<file path="config.mk">
export PLATFORM = sky130hd
export DESIGN_NAME = trap_peak_detector
export DESIGN_NICKNAME = d
export VERILOG_FILES = /design/src/rtl/trap_peak_detector_pkg.sv /design/src/rtl/trap_peak_detector_fifo.sv /design/src/rtl/trap_peak_detector.sv
export SDC_FILE = /design/constraint.sdc
export NUM_CORES = 1
export LEC_CHECK = 0
export CAP_MARGIN = 20
export CORE_MARGIN = 2
export CORE_UTILIZATION = 59
export DETAILED_ROUTE_END_ITERATION = 12
export GPL_ROUTABILITY_DRIVEN = 0
export GPL_TIMING_DRIVEN = 1
export PLACE_DENSITY_LB_ADDON = 0.25
export SLEW_MARGIN = 20
export SYNTH_ARGS = -nofsm -noshare
export SYNTH_HDL_FRONTEND = slang
export SYNTH_SLANG_ARGS = --single-unit
export TNS_END_PERCENT = 10
</file>
<file path="constraint.sdc">
create_clock -name clk -period 10.22 [get_ports clk]
set_clock_uncertainty 0.2 [all_clocks]
set_input_delay 3.066 -clock clk [delete_from_list [all_inputs] [get_ports clk]]
set_output_delay 3.066 -clock clk [all_outputs]
set_load 0.01 [all_outputs]
</file>
<file path="src/rtl/trap_peak_detector_pkg.sv">
// Shared settings for the trapezoidal peak detector slice: default geometry,
// detector state encoding and the event record carried through the FIFO.
package package_settings_V1;

   localparam int SIZE_OUT_DATA  = 16;
   localparam int PD_TS_W        = 32;
   localparam int PD_PEAK_DELAY  = 8;
   localparam int PD_MAX_WIDTH   = 64;
   localparam int PD_FIFO_DEPTH  = 4;

   typedef enum logic [1:0] {
      IDLE = 2'd0,
      RISE = 2'd1,
      FALL = 2'd2
   } pd_state_t;

   typedef struct packed {
      logic [SIZE_OUT_DATA-1:0] amp;
      logic [PD_TS_W-1:0]       tstamp;
      logic                     pileup;
   } pd_event_t;

endpackage

</file>
<file path="src/rtl/trap_peak_detector_fifo.sv">
// peak_event_fifo: synchronous show-ahead FIFO of pd_event_t.
// The head entry and valid flag are registers computed from next-state, so
// readout sees stable, glitch-free outputs. A pop and a push in the same cycle
// both take effect, even when full (the pop frees the slot first).
module peak_event_fifo
   import package_settings_V1::*;
#(
   parameter int DEPTH = PD_FIFO_DEPTH
)(
   input  logic      clk,
   input  logic      reset,
   input  logic      push,
   input  pd_event_t push_data,
   output logic      full,
   input  logic      ready,
   output logic      valid,
   output pd_event_t head
);

   localparam int PTR_W = (DEPTH > 1) ? $clog2(DEPTH) : 1;
   localparam int CNT_W = $clog2(DEPTH + 1);

   pd_event_t        mem_r [DEPTH];
   logic [PTR_W-1:0] wr_ptr_r;
   logic [PTR_W-1:0] rd_ptr_r;
   logic [PTR_W-1:0] rd_ptr_next_s;
   logic [CNT_W-1:0] count_r;
   logic [CNT_W-1:0] count_next_s;
   pd_event_t        head_r;
   pd_event_t        head_next_s;
   logic             valid_r;
   logic             full_s;
   logic             do_pop_s;
   logic             do_push_s;

   // Next-state of pointers, occupancy and the entry that will sit at the head
   always_comb begin
      full_s       = (count_r == CNT_W'(DEPTH));
      do_pop_s     = valid_r && ready;
      do_push_s    = push && (!full_s || do_pop_s);
      if (do_pop_s) begin
         rd_ptr_next_s = rd_ptr_r + PTR_W'(1);
      end else begin
         rd_ptr_next_s = rd_ptr_r;
      end
      count_next_s = count_r + CNT_W'(do_push_s) - CNT_W'(do_pop_s);
      // When the queue is (or becomes) empty apart from the incoming entry,
      // the new head is the data being written this cycle.
      if (do_push_s && (wr_ptr_r == rd_ptr_next_s)) begin
         head_next_s = push_data;
      end else begin
         head_next_s = mem_r[rd_ptr_next_s];
      end
   end

   // Storage, pointers and registered head/valid
   always_ff @(posedge clk) begin
      if (!reset) begin
         wr_ptr_r <= {PTR_W{1'b0}};
         rd_ptr_r <= {PTR_W{1'b0}};
         count_r  <= {CNT_W{1'b0}};
         valid_r  <= 1'b0;
         head_r   <= '0;
         for (int i = 0; i < DEPTH; i++) begin
            mem_r[i] <= '0;
         end
      end else begin
         if (do_push_s) begin
            mem_r[wr_ptr_r] <= push_data;
            wr_ptr_r        <= wr_ptr_r + PTR_W'(1);
         end
         rd_ptr_r <= rd_ptr_next_s;
         count_r  <= count_next_s;
         valid_r  <= (count_next_s != {CNT_W{1'b0}});
         head_r   <= head_next_s;
      end
   end

   assign full  = full_s;
   assign valid = valid_r;
   assign head  = head_r;

endmodule

</file>
<file path="src/rtl/trap_peak_detector.sv">
// trap_peak_detector: threshold trigger and flat-top amplitude sampler that
// sits behind the trapezoidal shaping filter. Each accepted pulse becomes an
// {amplitude, crossing timestamp, pile-up} event queued for readout.
// Build option: define PILEUP_REJECT_EN to discard pile-up pulses (each one
// counted in drop_cnt) instead of queueing them with ev_pileup set.
module trap_peak_detector
   import package_settings_V1::*;
#(
   parameter int DATA_W     = SIZE_OUT_DATA,
   parameter int TS_W       = PD_TS_W,
   parameter int PEAK_DELAY = PD_PEAK_DELAY,
   parameter int MAX_WIDTH  = PD_MAX_WIDTH,
   parameter int FIFO_DEPTH = PD_FIFO_DEPTH,
   parameter int DROP_W     = 16
)(
   input  logic              clk,
   input  logic              reset,
   input  logic [DATA_W-1:0] filt_data,
   input  logic [DATA_W-1:0] thresh,
   output logic              ev_valid,
   input  logic              ev_ready,
   output logic [DATA_W-1:0] ev_amp,
   output logic [TS_W-1:0]   ev_time,
   output logic              ev_pileup,
   output logic [DROP_W-1:0] drop_cnt
);

   localparam int WCNT_W = $clog2(MAX_WIDTH + 2);

   pd_state_t         state_r;
   logic [TS_W-1:0]   ts_r;
   logic [TS_W-1:0]   t0_r;
   logic [DATA_W-1:0] amp_r;
   logic [WCNT_W-1:0] wcnt_r;
   logic [WCNT_W-1:0] wcnt_inc_s;
   logic              pile_r;
   logic              pile_s;
   logic [DROP_W-1:0] drop_cnt_r;

   logic              above_s;
   logic              end_of_pulse_s;
   logic              push_s;
   logic              drop_s;
   logic              pop_s;
   logic              fifo_full_s;
   logic              fifo_valid_s;
   pd_event_t         event_s;
   pd_event_t         head_s;

   // Trigger compare, pulse-end decision and FIFO push/drop steering
   always_comb begin
      above_s = (filt_data > thresh);
      // Width counter stops one past MAX_WIDTH: enough to flag pile-up forever.
      if (wcnt_r >= WCNT_W'(MAX_WIDTH + 1)) begin
         wcnt_inc_s = wcnt_r;
      end else begin
         wcnt_inc_s = wcnt_r + WCNT_W'(1);
      end
      // wcnt equals the number of above samples seen so far, so the pulse is
      // pile-up once that count exceeds MAX_WIDTH, including the final sample.
      pile_s         = pile_r || (wcnt_r > WCNT_W'(MAX_WIDTH));
      end_of_pulse_s = (state_r == FALL) && !above_s;
      pop_s          = fifo_valid_s && ev_ready;
      event_s        = '0;
      event_s.amp    = amp_r;
      event_s.tstamp = t0_r;
`ifdef PILEUP_REJECT_EN
      event_s.pileup = 1'b0;
      push_s         = end_of_pulse_s && !pile_s;
      drop_s         = end_of_pulse_s && (pile_s || (fifo_full_s && !pop_s));
`else
      event_s.pileup = pile_s;
      push_s         = end_of_pulse_s;
      drop_s         = end_of_pulse_s && fifo_full_s && !pop_s;
`endif
   end

   // Timestamp, drop counter and IDLE -> RISE -> FALL pulse tracker
   always_ff @(posedge clk) begin
      if (!reset) begin
         state_r    <= IDLE;
         ts_r       <= {TS_W{1'b0}};
         t0_r       <= {TS_W{1'b0}};
         amp_r      <= {DATA_W{1'b0}};
         wcnt_r     <= {WCNT_W{1'b0}};
         pile_r     <= 1'b0;
         drop_cnt_r <= {DROP_W{1'b0}};
      end else begin
         ts_r <= ts_r + TS_W'(1);
         if (drop_s && (drop_cnt_r != {DROP_W{1'b1}})) begin
            drop_cnt_r <= drop_cnt_r + DROP_W'(1);
         end
         case (state_r)
            IDLE: begin
               if (above_s) begin
                  t0_r    <= ts_r;
                  wcnt_r  <= WCNT_W'(1);
                  pile_r  <= 1'b0;
                  state_r <= RISE;
               end
            end
            RISE: begin
               if (!above_s) begin
                  // Runt: fell back before the flat top was reached.
                  state_r <= IDLE;
               end else begin
                  wcnt_r <= wcnt_inc_s;
                  if (wcnt_r == WCNT_W'(PEAK_DELAY)) begin
                     amp_r   <= filt_data;
                     state_r <= FALL;
                  end
               end
            end
            FALL: begin
               wcnt_r <= wcnt_inc_s;
               if (!above_s) begin
                  pile_r  <= 1'b0;
                  state_r <= IDLE;
               end else begin
                  pile_r <= pile_s;
               end
            end
            default: begin
               state_r <= IDLE;
            end
         endcase
      end
   end

   peak_event_fifo #(
      .DEPTH     (FIFO_DEPTH)
   ) u_fifo (
      .clk       (clk),
      .reset     (reset),
      .push      (push_s),
      .push_data (event_s),
      .full      (fifo_full_s),
      .ready     (ev_ready),
      .valid     (fifo_valid_s),
      .head      (head_s)
   );

   assign ev_valid  = fifo_valid_s;
   assign ev_amp    = head_s.amp;
   assign ev_time   = head_s.tstamp;
   assign ev_pileup = head_s.pileup;
   assign drop_cnt  = drop_cnt_r;

endmodule
</file>
Word level (Yosys, flattened, before mapping)
Memories as Yosys holds them, arrays and structs flattened. A register that Yosys moved wholly into a read port is not among the register bits.
Index checks and enable logic that the tools add are counted.
W data, S select, Z words.
Operators by class
  mux-type cells: 20
  order comparisons: 3
  $add $sub $neg: 7
  eq/ne operators: 9
  reductions and logical operators: 22
Operators by type and width (number)
  $mux W49: 1
  $reduce_or A49 Y1: 1
  $add A32 B1 Y32 const B: 1
  $mux W7: 3
  $pmux W7 S3: 1
  $add A16 B1 Y16 const B: 1
  $gt A16 B16 Y1: 1
  $ne A16 B16 Y1 const B: 1
  $mux W2: 6
  $reduce_and A3 Y1: 3
  $add A7 B1 Y7 const B: 1
  $eq A7 B4 Y1 const B: 1
  $ge A7 B7 Y1 const B: 1
  $gt A7 B7 Y1 const B: 1
  $mux W1: 7
  $logic_and A1 B1 Y1: 6
  $ne A2 B2 Y1 const B: 3
  $pmux W2 S3: 1
  $reduce_bool A3 Y1: 2
  $add A2 B1 Y2 const B: 2
  $logic_not A1 Y1: 4
  $reduce_and A2 Y1: 2
  $add A3 B1 Y3: 1
  $eq A3 B3 Y1 const B: 1
  other kinds (8): 9
Storage, ports and cells
  bits of input ports: 35
  flip-flop bits (word level): 114
  word-level logic and storage cells: 73
  output and inout bits: 66
  memories kept: 1
  bits in writable memories: 196
Memories
  u_fifo.mem_r: words 4, width 49, read ports 1, clocked after Yosys merged registers in 1, wr ports 4, RTL line trap_peak_detector_fifo.sv:23  | pd_event_t mem_r [DEPTH];

Depth between registers and ports, before layout
Gate-level depths: netlist of the first run.
  depth after elaboration: 9
  depth in mapped cells: 14
  mapped depth without buffers: 13

By module
From an unflattened synthesis of the first run, not the netlist that was laid out.
Second synthesis, totals
  cell total of the unflattened synthesis: 1645
  area, all modules: 17005.1 µm²
Modules (own cells, without submodules)
  peak_event_fifo: seq. area each 7026.7 µm², times used 1, cells each 1027, area an instance 11972.7 µm²
  trap_peak_detector: seq. area each 2122.0 µm², times used 1, cells each 618, area an instance 5032.3 µm²

Worst setup path after synthesis of the first run
OpenSTA, ideal clock, no wires.
  path kind: input to register
  from: input port thresh[15]
  to: memory u_fifo.mem_r[0][0] (netlist bit), enable pin
  stages: 10
  buffers on the path: 2
  required time: 9.491 ns
  path slack: 0.966 ns
  library setup time: 0.529 ns
  data arrival time: 8.525 ns
  cell sequence: inv_1 > ha_1 > nand4_2 > nor4_4 > nand3_2 > or3_1 > and2_1 > buf_6 > clkbuf_1 > o31ai_1
RTL lines
  from (decl): RTL line trap_peak_detector.sv:19  | input logic [DATA_W-1:0] thresh,
  to (decl): RTL line trap_peak_detector_fifo.sv:23

==> qor.yml, run 1 <==
route:
  vias_per_cell: 5.87
  finalWirelength_um: 34100
  ant_nets: 0
  first_iter_violations: 784
  wl_per_cell_um: 19.6
  via_count: 10208
  drc: 3
  drt_pass1_iterations: 9
clock_network:
  cts.sinks: 359
  clkSlewWorstSetupHoldPaths_ns: 0.06
  tritoncts.num_buffers: 36
  cts_resized: 0
  hold_buffers: 0
  insertion_delay_ns: 0.51
  postCtsSetupBuffers: 0
  clock-root-buffer: "clkbuf_16"
  clk_path_buf_depth: 3
  cts_tree: "yes"
  cts-htree-levels: 2
logic_synthesis:
  ys_seq_area_share_pct: 58.1
  syn_avg_cell_area_um2: 12.1
  syn-num-nets: 1365
  synthMuxAreaShare_pct: 13.4
  ys_seq_elements: 359
  ys_warn_count: 0
  synth.top_cell.area_share_pct: 37.4
  synth.distinct_cells: 63
  netlist_area_um2: 15700
  synth_top_family_by_area: "simple AND/OR/NAND/NOR gates"
  synth-edff-count: 196
  synth_ff_type: "edfxtp_1"
  synth_compound_area_share_pct: 2.97
  synth_xor_area_share_pct: 1.95
  synth_area_leader_cell: "edfxtp_1"
  synthSimpleGateAreaFrac_pct: 18.0
  synth-async-reset-ratio_pct: 0
  synthAdderAreaFrac_pct: 2.27
  syn_inst: 1302
  ys_top_cells_by_area: "edfxtp_1, dfxtp_1, and2_1"
timing:
  slew_violations: 0
  setup_tns_ns: 0
  max_slew.worst_pin.slew_ns: 1.11
  hold_violations: 0
  max_freq_mhz: 141
  finalCritPeriodShare_pct: 69.3
  relSlewSlack_pct: 26.3
  fin_crit_ns: 7.08
  rsz0062_at_grt: "false"
  final.setup.worst_slack_ns: 3.14
  setup-violations-final: 0
placed_design:
  dpl_cell_area_um2: 17000
  dp_cells: 1676
  place_hpwl_um: 20800
  pre_cts_slack_ns: 2.63
  portBuffers: 100
global_routing:
  antenna_found_initial: 0
  use_met1_pct: 32.7
  grt_usage_pct: 24.6
  use_met3_pct: 3.45
  grt_use_met2_pct: 42.5
  grt_pass1_wl_um: 54500
  grt_overflow_total: 0
  grt.busiest_layer: "met2"
  grt_pass1_vias: 10161
  grt_max_degree: 93
layout:
  final_common_cell: "and2_1"
  nFillCells: 1866
  layout_common_cells: "and2_1, edfxtp_1, nand2_1"
  area_delta_synth_final_pct: 15.6
  n_antenna_cell: 0
  stdcell_area_um2: 18200
  finalNetCount: 1442
  fin_cells: 1740
  drive_gt1_share_pct: 9.89
floorplanning:
  dieArea_um2: 28000
  io_pins: 101
  die_h_um: 167
  core_area_um2: 26100
  start_util_pct: 60.2
  num_rows: 59
  die_w_um: 167
critical_path:
  crit_path_max_fanout: 32
  setup.worst_path.start: "thresh[13]"
  start_kind: "input port"
  path_class: "input port to flip-flop"
  crit_path_end_kind: "flip-flop"
  arrival_ns: 7.02
  r2r_end: "u_fifo.head[23]$_SDFF_PN0_"
  worst-r2r-setup-slack_ns: 6.00
  rr_worst_depth: 8
  cp.required_ns: 10.16
  crit-reg2reg-launch: "u_fifo.valid$_SDFF_PN0_"
min_path:
  hold_depth: 2
  hp-class: "flip-flop to flip-flop"
  min_from: "ts_r[18]$_SDFF_PN0_"
  worstHoldEndpoint: "t0_r[18]$_SDFFE_PN0P_"
flow_run:
  cap_violations: 0
pwr:
  power_density_nw_per_um2: 190
  peakVddDrop_uv: 116
  leakage_uw: 0.00674
outcome:
  violations: "design-rule violations"
  outcome: "complete, but fails checks"
kinds of logic after synthesis:
group                    count (synthesis)
adder cells (fa/ha/maj)                 28
buffers and inverters                  113
flip-flops                             359
AND/OR/NAND/NOR                        546
AO/OA/AOI/OAI                           71
XOR/XNOR                                35
multiplexers                           150
how the worst max path moves through the flow:
stage                                  endpoint  slack [ns]
5_1_grt            u_fifo.mem_r[3][1]$_DFFE_PP_        2.93
4_1_cts            u_fifo.mem_r[3][1]$_DFFE_PP_        3.14
3_5_place_dp      u_fifo.mem_r[3][13]$_DFFE_PP_        2.63
2_1_floorplan  u_fifo.mem_r[0][0]$_SDFFCE_PN0P_        0.97
3_3_place_gp      u_fifo.mem_r[3][13]$_DFFE_PP_        2.72
6_report           u_fifo.mem_r[3][1]$_DFFE_PP_        3.14
flip-flops by register name (all words and copies together), names as in the netlist:
register	flops
amp_r	16
drop_cnt	16
pile_r	1
state_r	2
t0_r	32
ts_r	32
u_fifo.count_r	3
u_fifo.head	49
u_fifo.mem_r	196
u_fifo.rd_ptr_r	2
u_fifo.valid	1
u_fifo.wr_ptr_r	2
wcnt_r	7
layer usage:
layer,part of all wire [%],up-vias
li1,-,4758
met1,42,5093
met2,51,300
met3,4.9,57
met4,2.2,0
met5,0,-
critical path, cell delays in order:
cell and delay, ns:
clkdlybuf4s50_1 0.45, inv_1 0.04, ha_1 0.32, nand4_2 0.17
nor4_4 0.38, nand3_2 0.20, or3_1 0.40, and2_1 0.48
o31ai_4 0.91, buf_4 0.57
stage by stage:
stage,hold slack (ns),power (uW),util (%)
global placement,0.241,2160,65.0
global route,0.308,3580,69.6
detailed placement,0.253,2180,65.0
floorplan,0.226,2000,-
CTS,0.264,3480,69.5
finish,0.264,3460,69.6
area by class of cell:
type	count	area, um2	area share (%)
Inverter	38	143	0.784
Clock inverter	12	140	0.771
Multi-Input combinational cell	830	6190	34.0
Tap cell	335	419	2.30
Sequential cell	359	9150	50.3
Timing Repair Buffer	114	1110	6.09
Clock buffer	52	1040	5.73
power by group:
group	leakage [uW]	switching (uW)	internal, uW
Sequential	0.00334	30.3	1590
Clock	0.000582	536	786
Combinational	0.00281	258	263
synth_stat cells (19+ instances only):
cell and instances:
nand2_1 190, clkbuf_1 43, inv_1 37, dfxtp_1 163, nor2_1 49, mux2i_1 100, edfxtp_1 196, nand3_1 25
mux4_2 49, ha_1 27, xor2_1 19, a21oi_1 20, and2_1 202
Power figures use the tool's default switching activity.
==> run 2: changes to the inputs <==
--- a/config.mk
+++ b/config.mk
@@ -7,7 +7,7 @@
 export LEC_CHECK = 0
 export CAP_MARGIN = 20
 export CORE_MARGIN = 2
-export CORE_UTILIZATION = 59
+export CORE_UTILIZATION = 54
 export DETAILED_ROUTE_END_ITERATION = 12
 export GPL_ROUTABILITY_DRIVEN = 0
 export GPL_TIMING_DRIVEN = 1
==> constraint.sdc (replaced) <==
create_clock -name clk -period 6.1 [get_ports clk]
set_clock_uncertainty 0.2 [all_clocks]
set_input_delay 1.83 -clock clk [delete_from_list [all_inputs] [get_ports clk]]
set_output_delay 1.83 -clock clk [all_outputs]
set_load 0.01 [all_outputs]
==> run 2 against run 1 <==
The flow now finishes without violations. Wire length rose by 0.99%. Critical endpoint is now u_fifo.valid$_SDFF_PN0_. Clock power rose by 73%. Setup slack got worse by 2.5 ns. Largest cell class unchanged. Global-route usage fell by 1.5 points.
==> qor.yml, run 2 (synthesis gave the netlist of run 1 again) <==
critical_path:
  worst_path_largest_cell_delay_ns: 0.78  # -0.13 ns
  crit_path_max_fanout: 16  # -50%
  start_kind: "input port"
  cp_cell_sequence: "clkdlybuf4s50_1, inv_1, ha_1, nand4_2, nor4_4, a21bo_2, nand4_1, and2_1, inv_1, ha_1, fa_1, xnor2_1, nor3_1, nor2_1"
  arrival_ns: 5.62  # -1.40 ns
  cp.required_ns: 6.29  # -3.87 ns
  critPathSlowestCell: "and2_1"
  path_class: "input port to flip-flop"
  worst-path-buf-inv: 3  # unchanged
  path_delay_family: "simple AND/OR/NAND/NOR gates"
  crit_path_end_kind: "flip-flop"
floorplanning:
  io_pins: 101  # unchanged
  num_rows: 62  # +5.1%
  die_w_um: 175  # +4.4%
  dieArea_um2: 30500  # +9.0%
  core_area_um2: 28700  # +9.8%
  start_util_pct: 54.8  # -5.4 points
  die_h_um: 175  # +4.4%
layout:
  top_register: "u_fifo.mem_r"
  final_common_cell: "and2_1"
  largest_reg_flops: 196  # unchanged
  regArea_um2: 9150  # unchanged
  finalNetCount: 1457  # +1.0%
  nFillCells: 2217  # +19%
  multi_input_area_um2: 6170  # -0.22%
  drive_gt1_share_pct: 10.4  # +0.51 points
  n_antenna_cell: 0  # unchanged
  layout_common_cells: "and2_1, edfxtp_1, nand2_1"
  area_delta_synth_final_pct: 17.0
pwr:
  total_switching_power_uw: 1390  # +69%
  finalPower_uw: 5880  # +70%
  swShare_pct: 23.7  # -0.098 points
  cell_internal_pwr_uw: 4480  # +70%
  leakage_uw: 0.00683  # +1.3%
  p_seq_share_pct: 46.2  # -0.6 points
  power_density_nw_per_um2: 319  # +68%
  p_comb_share_pct: 15.0  # about the same
  peakVddDrop_uv: 206  # +77%
  pwr-share-clk_pct: 38.8  # +0.6 points
clock_network:
  cts_tree: "yes"
  clkSlewWorstSetupHoldPaths_ns: 0.06  # about the same
  tritoncts.num_buffers: 37  # +2.8%
  insertion_delay_ns: 0.53  # +0.02 ns
  cts.sinks: 359  # unchanged
  clock-root-buffer: "clkbuf_16"
  cts-htree-levels: 2  # unchanged
  clk_path_buf_depth: 3  # unchanged
  hold_buffers: 0  # unchanged
  postCtsSetupBuffers: 0  # unchanged
  cts_resized: 0  # unchanged
outcome:
  outcome: "finished clean"
global_routing:
  grt_usage_pct: 23.1  # -1.5 points
  grt_pass1_vias: 10344  # +1.8%
  grt_overflow_total: 0  # unchanged
  antenna_found_initial: 0  # unchanged
  grt_pass1_wl_um: 55700  # +2.2%
  grt_max_degree: 80  # -14%
route:
  first_iter_violations: 754  # -3.8%
  dr_wl_met2_um: 16800  # -2.3%
  drt_pass1_iterations: 5  # -4
  ant_nets: 0  # unchanged
  routedLengthMet1_um: 15000  # +3.9%
  met3_length_um: 1800  # +8.4%
  vias_per_cell: 5.53  # -5.8%
  wl_per_cell_um: 19.0  # -2.8%
  drc: 0  # -3
  via_count: 9986  # -2.2%
  top_layer: "met4"
  finalWirelength_um: 34400  # +0.99%
timing:
  max_freq_mhz: 184
  slew_violations: 0  # unchanged
  setup_tns_ns: 0  # unchanged
  fin_crit_ns: 5.43
  rsz0062_at_grt: "false"
  final.setup.worst_slack_ns: 0.670  # -2.47 ns
  hold_violations: 0  # unchanged
  relSlewSlack_pct: 28.7  # +2.4 points
  finalCritPeriodShare_pct: 89.0
  max_slew.worst_pin.slew_ns: 1.06  # -0.0467 ns
  hold_ws_ns: 0.277  # +0.0137 ns
  setup-violations-final: 0  # unchanged
flow_run:
  cap_violations: 0  # unchanged
placed_design:
  portBuffers: 100  # unchanged
  place_hpwl_um: 20900  # +0.56%
  pre_cts_slack_ns: 0.147  # -2.48 ns
min_path:
  hp-class: "flip-flop to flip-flop"
run 2: path summary, 6_finish.rpt:
path / start / to / slack (ns) / cells after the start
hold / removal: ts_r[18]$_SDFF_PN0_ / t0_r[18]$_SDFFE_PN0P_ / 0.28 / 2
hold reg to reg: ts_r[18]$_SDFF_PN0_ / t0_r[18]$_SDFFE_PN0P_ / 0.28 / 2
setup reg to reg: u_fifo.valid$_SDFF_PN0_ / u_fifo.valid$_SDFF_PN0_ / 2.37 / 12
setup / recovery: thresh[15] / u_fifo.valid$_SDFF_PN0_ / 0.67 / 14
run 2: power by group through the flow:
stage,Combinational [uW],Clock [uW],Sequential (uW)
after global routing,963,2410,2720
after CTS,899,2320,2710
final,883,2280,2710
after detailed placement,892,0,2770
after global placement,882,0,2760
after floorplan,560,0,2780
run 2: layer usage:
metal	GRT usage, %	vias to the layer above
met5	0	-
met4	6.25	0
met3	3.72	58
met2	39.1	253
met1	31.2	4896
li1	-	4779
run 2: worst register-to-register path, stage by stage, from the launching register on:
cell	delay [ns]
dfxtp_1	0.33
and2_1	0.25
nor4b_1	0.40
buf_4	0.22
nor3b_1	0.05
nand4_1	0.17
and2_1	0.79
inv_1	0.20
ha_1	0.27
fa_1	0.38
xnor2_1	0.15
nor3_1	0.14
nor2_1	0.06
run 2: stage by stage:
step	utilization (%)	area [um2]	cells
finish	64.1	18400	1807
global route	64.1	18400	1807
CTS	64.1	18400	1807
detailed placement	59.9	17200	1739
global placement	59.9	17200	1739
floorplan	-	15800	1302
run 2: area by class of cell:
cell class              instances  share of cell area [%]
clock inverters                14                   0.938
flip-flops and latches        359                    49.7
repair buffers                128                    6.72
well taps                     384                    2.61
inverters                      38                   0.775
clock buffers                  54                    5.72
multi-input cells             830                    33.5
==> run 3: changes to the inputs <==
--- a/config.mk
+++ b/config.mk
@@ -8,11 +8,12 @@
 export CAP_MARGIN = 20
 export CORE_MARGIN = 2
 export CORE_UTILIZATION = 54
+export CTS_CLUSTER_DIAMETER = 80
 export DETAILED_ROUTE_END_ITERATION = 12
 export GPL_ROUTABILITY_DRIVEN = 0
 export GPL_TIMING_DRIVEN = 1
 export PLACE_DENSITY_LB_ADDON = 0.25
-export SLEW_MARGIN = 20
+export SLEW_MARGIN = 15
 export SYNTH_ARGS = -nofsm -noshare
 export SYNTH_HDL_FRONTEND = slang
 export SYNTH_SLANG_ARGS = --single-unit
==> results of run 3 <==
No change in the layout: final DEF, timing and power equal those of run 2.
